$ cat src/rtl/eth_pcs_rx_block_lock.sv
// 64b/66b RX block lock: sync-header lock FSM, gearbox bit-slip requests, optional high-BER monitor (ETH_PCS_RX_HI_BER_EN).
// Latency: one cycle from i_* to o_*; o_valid is qualified by lock (and by o_hi_ber when the monitor is built).
// No backpressure: i_valid is a clock enable from the gearbox; every strobed block is consumed.
module eth_pcs_rx_block_lock #(
   parameter int W_PAYLOAD    = 64,
   parameter int SH_CNT_MAX   = 64,
   parameter int SH_INVLD_MAX = 16,
   parameter int SLIP_WAIT    = 4,
   parameter int BER_WINDOW   = 19531,
   parameter int BER_THRESH   = 16
) (
   input  logic                 i_clk,
   input  logic                 i_reset_n,
   input  logic                 i_valid,
   input  logic [1:0]           i_sync_hdr,
   input  logic [W_PAYLOAD-1:0] i_payload,
   output logic                 o_slip,
   output logic                 o_block_lock,
   output logic                 o_valid,
   output logic [1:0]           o_sync_hdr,
   output logic [W_PAYLOAD-1:0] o_payload,
   output logic                 o_hi_ber
);

   localparam int SH_W   = $clog2(SH_CNT_MAX + 1);
   localparam int INV_W  = $clog2(SH_INVLD_MAX + 1);
   localparam int WAIT_W = $clog2(SLIP_WAIT + 1);

   localparam logic [1:0] S_INIT      = 2'd0;
   localparam logic [1:0] S_TEST      = 2'd1;
   localparam logic [1:0] S_SLIP_WAIT = 2'd2;

   logic [1:0]        state, state_nxt;
   logic [SH_W-1:0]   sh_cnt, sh_nxt, sh_inc;
   logic [INV_W-1:0]  invld_cnt, inv_nxt, inv_inc;
   logic [WAIT_W-1:0] wait_cnt, wait_nxt, wait_inc;
   logic              lock_nxt, slip_nxt;
   logic              sh_ok;
   logic              valid_q;

   always_comb begin
      sh_ok     = (i_sync_hdr == 2'b01) || (i_sync_hdr == 2'b10);
      sh_inc    = sh_cnt + SH_W'(1);
      inv_inc   = invld_cnt + INV_W'(!sh_ok);
      wait_inc  = wait_cnt + WAIT_W'(1);
      state_nxt = state;
      sh_nxt    = sh_cnt;
      inv_nxt   = invld_cnt;
      wait_nxt  = wait_cnt;
      lock_nxt  = o_block_lock;
      slip_nxt  = 1'b0;
      case (state)
         S_INIT: begin
            sh_nxt    = '0;
            inv_nxt   = '0;
            wait_nxt  = '0;
            lock_nxt  = 1'b0;
            state_nxt = S_TEST;
         end
         S_TEST: begin
            if (i_valid) begin
               if (!o_block_lock) begin
                  if (!sh_ok) begin
                     slip_nxt  = 1'b1;
                     sh_nxt    = '0;
                     inv_nxt   = '0;
                     state_nxt = S_SLIP_WAIT;
                  end else if (sh_inc == SH_W'(SH_CNT_MAX)) begin
                     lock_nxt = 1'b1;
                     sh_nxt   = '0;
                  end else begin
                     sh_nxt = sh_inc;
                  end
               // invalid limit takes priority over a window ending on the same block
               end else if (inv_inc == INV_W'(SH_INVLD_MAX)) begin
                  lock_nxt  = 1'b0;
                  slip_nxt  = 1'b1;
                  sh_nxt    = '0;
                  inv_nxt   = '0;
                  state_nxt = S_SLIP_WAIT;
               end else if (sh_inc == SH_W'(SH_CNT_MAX)) begin
                  sh_nxt  = '0;
                  inv_nxt = '0;
               end else begin
                  sh_nxt  = sh_inc;
                  inv_nxt = inv_inc;
               end
            end
         end
         S_SLIP_WAIT: begin
            if (i_valid) begin
               if (wait_inc == WAIT_W'(SLIP_WAIT)) begin
                  wait_nxt  = '0;
                  state_nxt = S_TEST;
               end else begin
                  wait_nxt = wait_inc;
               end
            end
         end
         default: state_nxt = S_INIT;
      endcase
   end

   always_ff @(posedge i_clk or negedge i_reset_n) begin
      if (!i_reset_n) begin
         state        <= S_INIT;
         sh_cnt       <= '0;
         invld_cnt    <= '0;
         wait_cnt     <= '0;
         o_block_lock <= 1'b0;
         o_slip       <= 1'b0;
         valid_q      <= 1'b0;
         o_sync_hdr   <= '0;
         o_payload    <= '0;
      end else begin
         state        <= state_nxt;
         sh_cnt       <= sh_nxt;
         invld_cnt    <= inv_nxt;
         wait_cnt     <= wait_nxt;
         o_block_lock <= lock_nxt;
         o_slip       <= slip_nxt;
         valid_q      <= i_valid & o_block_lock;
         if (i_valid) begin
            o_sync_hdr <= i_sync_hdr;
            o_payload  <= i_payload;
         end
      end
   end

`ifdef ETH_PCS_RX_HI_BER_EN
   localparam int TMR_W = $clog2(BER_WINDOW);
   localparam int BER_W = $clog2(BER_THRESH + 1);

   logic [TMR_W-1:0] ber_tmr;
   logic [BER_W-1:0] ber_cnt, ber_cnt_inc;
   logic             hi_ber_q;

   // the block arriving on the window's last cycle still counts toward that window
   always_comb begin
      ber_cnt_inc = ber_cnt;
      if (i_valid && !sh_ok && (ber_cnt != BER_W'(BER_THRESH)))
         ber_cnt_inc = ber_cnt + BER_W'(1);
   end

   always_ff @(posedge i_clk or negedge i_reset_n) begin
      if (!i_reset_n) begin
         ber_tmr  <= '0;
         ber_cnt  <= '0;
         hi_ber_q <= 1'b0;
      end else if (ber_tmr == TMR_W'(BER_WINDOW - 1)) begin
         ber_tmr  <= '0;
         ber_cnt  <= '0;
         hi_ber_q <= (ber_cnt_inc >= BER_W'(BER_THRESH));
      end else begin
         ber_tmr <= ber_tmr + TMR_W'(1);
         ber_cnt <= ber_cnt_inc;
      end
   end

   assign o_hi_ber = hi_ber_q;
   assign o_valid  = valid_q & ~hi_ber_q;
`else
   assign o_hi_ber = 1'b0;
   assign o_valid  = valid_q;
`endif

endmodule

$ cat config.mk
export PLATFORM = sky130hd
export DESIGN_NAME = eth_pcs_rx_block_lock
export DESIGN_NICKNAME = d
export VERILOG_FILES = /design/src/rtl/eth_pcs_rx_block_lock.sv
export SDC_FILE = /design/constraint.sdc
export NUM_CORES = 1
export LEC_CHECK = 0
export ABC_AREA = 1
export CAP_MARGIN = 5
export CORE_ASPECT_RATIO = 2
export CORE_UTILIZATION = 55
export CTS_BUF_LIST = sky130_fd_sc_hd__clkbuf_4
export DETAILED_ROUTE_END_ITERATION = 8
export DONT_BUFFER_PORTS = 1
export PLACE_DENSITY = 0.73
export SYNTH_ARGS = -nofsm -noshare
export SYNTH_HDL_FRONTEND = slang
export SYNTH_SLANG_ARGS = --single-unit
export TNS_END_PERCENT = 100
$ cat constraint.sdc
create_clock -name i_clk -period 1.7 [get_ports i_clk]
set_input_delay 0.255 -clock i_clk [delete_from_list [all_inputs] [get_ports i_clk]]
set_output_delay 0.255 -clock i_clk [all_outputs]
set_load 0.05 [all_outputs]
==> results.tsv <==
metric	value	unit
status	complete, but fails checks	
violated checks	negative hold slack	
vias	3231	
H-tree depth	3	
setup slack after layout	34.8	ps
die area	7170	sq um
Yosys cell types	30	
Area Growth Syn to Fin	26.2	%
DRC Markers	0	
DR vias/cell	5.32	
CTS Root Cell	clkbuf_4	
RR Startpoint	invld_cnt[0]$_DFFE_PN0P_	
register-to-register setup slack	30	ps
first-pass GRT wire length	15000	um
clk_lat worst skew	430	ps
gr usage total	28.3	%
# fillers	513	
CTS Buffer Depth	2	
die width	60.4	um
post-place setup slack	-95.5	ps
Synth area leaders	dfrtp_1 57%, nand2_1 25%, inv_1 1.9%, nand3_1 1.9%, ha_1 1.7%	
hold crit path type	primary input to async pin	
CTS sink count	86	
final period utilization	98.0	%
gpl congestion	0.859	
cell repeated most along the worst path	nand2_2	
synthesized area per cell	8.45	sq um
leading area contributor after synthesis	dfrtp_1	
Synth top area share	57.4	%
Fin. Hold Viols	86	
Die Span Y	119	um
max incr delay on CP	410	ps
Worst Reg-to-Reg Cells	12	
initial cell density of the core	56.6	%
CP Launch Type	flop	
Synth Register Bits	86	
wire length per cell	15.2	um
VDD IR max	0.861	mV
total power	0.00500	W
Rel. slew slack	58.9	%
most frequent cells in the layout	245 x nand2_1, 86 x dfrtp_1, 66 x dlygate4sd3_1	
Rows	42	
largest net degree at the start of global routing	87	
Ant. Diodes	0	
Cell Area, Synth	3750	sq um
Final Skew	5.34	ps
R2R Path End	sh_cnt[5]$_DFFE_PN0P_	
CP Cell Sequence	ha_2, ha_4, inv_2, nand2_1, nand2_2, nand2_2, nor2_4, nand2_2, nand2_2, nand2_4, nand2_4, o21ai_2	
endpoint type of the worst setup path	flop	
Slew Viols, Final	0	
initial antenna violation count	0	
clock buffer count from CTS	9	
fraction of layout cells with a size suffix above 1	11.2	%
Leak Pwr	2.47	nW
clock-pin slew on the worst setup and hold paths	120	ps
CP max stage cell	dfrtp_1	
Initial DRC Count	146	
Power Density	1060	nW/um^2
hpwl dp	5420	um
Hold-fix buffers, CTS	67	
grt ovf	0	
CP Max Fanout	6	
WL final	9200	um
IO Pins	139	
final setup vio count	0	
Nets	588	
Fin Hold WS	-504	ps
Net Count, Synth	518	
placed instance area	3840	sq um
Max-Cap Viols	0	
sequential cell area fraction in the yosys report	57.4	%
vias in the first global route	3234	
final instance area	4730	sq um
post-route ant nets	0	
CTS tree	yes	
Setup CP Type	flop to flop	
minimum clock period	1670	ps
core area	6620	sq um
Mapped Cells	444	
RSZ-0062 raised after global routing	true	
CP arrival	1980	ps
Ys Warns	0	
worst-margin pin slew	617	ps
FMAX	601	MHz
critical path required time	2020	ps
drt first pass iters	4	
commonest non-fill, non-tap cell in the layout	nand2_1	
count of input and output buffers	0	
==> registers in the layout, indices dropped and copies added, names as in the netlist <==
register / cells
o_block_lock: 1
state: 2
o_valid: 1
o_payload: 64
o_slip: 1
o_sync_hdr: 2
wait_cnt: 3
invld_cnt: 5
sh_cnt: 7
==> report_power, final <==
part           switching, W  total, W  internal [W]  leakage, nW
combinational      0.000479  0.000792      0.000313         1.30
sequential         0.000687   0.00291       0.00222         1.08
clock              0.000650   0.00129      0.000643       0.0852
==> how the worst max path moves through the flow <==
stage / cells after the start / startpoint / slack (ps) / to
after global placement: 11 / i_sync_hdr[1] / -2 / sh_cnt[2]$_DFFE_PN0P_
after floorplan: 11 / i_sync_hdr[1] / 30 / sh_cnt[2]$_DFFE_PN0P_
after CTS: 10 / invld_cnt[0]$_DFFE_PN0P_ / 20 / sh_cnt[5]$_DFFE_PN0P_
after detailed placement: 12 / i_sync_hdr[1] / -100 / sh_cnt[5]$_DFFE_PN0P_
final: 12 / invld_cnt[0]$_DFFE_PN0P_ / 30 / sh_cnt[5]$_DFFE_PN0P_
after global routing: 12 / invld_cnt[0]$_DFFE_PN0P_ / -50 / sh_cnt[0]$_DFFE_PN0P_
==> cell families after synthesis <==
kind of cell             count (synthesis)  synth area share (%)
AO/OA/AOI/OAI                           15                  2.74
XOR/XNOR                                 4                 0.934
adder cells (fa/ha/maj)                  5                  1.67
buffers and inverters                   41                  4.64
flip-flops                              86                  57.4
other                                    1                 0.100
AND/OR/NAND/NOR                        292                  32.5
==> stage by stage <==
stage	std cells	utilization [%]	setup TNS, ps
after detailed placement	522	58.0	-548
after global routing	607	71.5	-312
after floorplan	444	-	0
final	607	71.5	0
after global placement	522	58.0	-2.94
after CTS	605	70.8	0
==> critical path, delay by kind of cell (launching register included) <==
kind | cells | cell delay [ps]
simple gates | 8 | 670
fa+ha+maj | 2 | 390
compound gates | 1 | 50
buf+inv | 1 | 50
flops | 1 | 410
==> layer usage <==
metal / up-vias / global-route usage, % / share of wire, %
met4: 0 / 17.0 / 5.2
met2: 128 / 44.8 / 54
li1: 1500 / - / -
met1: 1561 / 33.2 / 36
met3: 42 / 6.89 / 5.1
met5: - / 0 / 0
==> Yosys cell counts, drive strengths merged <==
cell type and n:
dfrtp 86, o21ai 7, clkbuf 8, inv 24, nand4 8, xor2 2, buf 9, nand2 254
xnor2 2, o22ai 2, ha 5, nor3 1, a21oi 6, nor2 12, nand3 17, conb 1
==> timing repair <==
| action | CTS | global route |
|---|---|---|
| buffers inserted | 0 | 2 |
| gates resized for setup | 1 | 6 |
| setup endpoints to repair | 5 | 15 |
| endpoints found under the hold margin | 154 | 86 |
| pin swaps | 0 | 2 |
==> area by class of cell <==
type                       count  area, sq um  share of cell area (%)
timing repair buffer          76          756                    16.0
clock buffer                  12         90.1                    1.90
clock inverter                 4         71.3                    1.51
inverter                      24         90.1                    1.90
multi-input combinational    317         1460                    30.9
sequential                    86         2150                    45.5
tap                           88          110                    2.33
(Power assumes the default switching activity.)
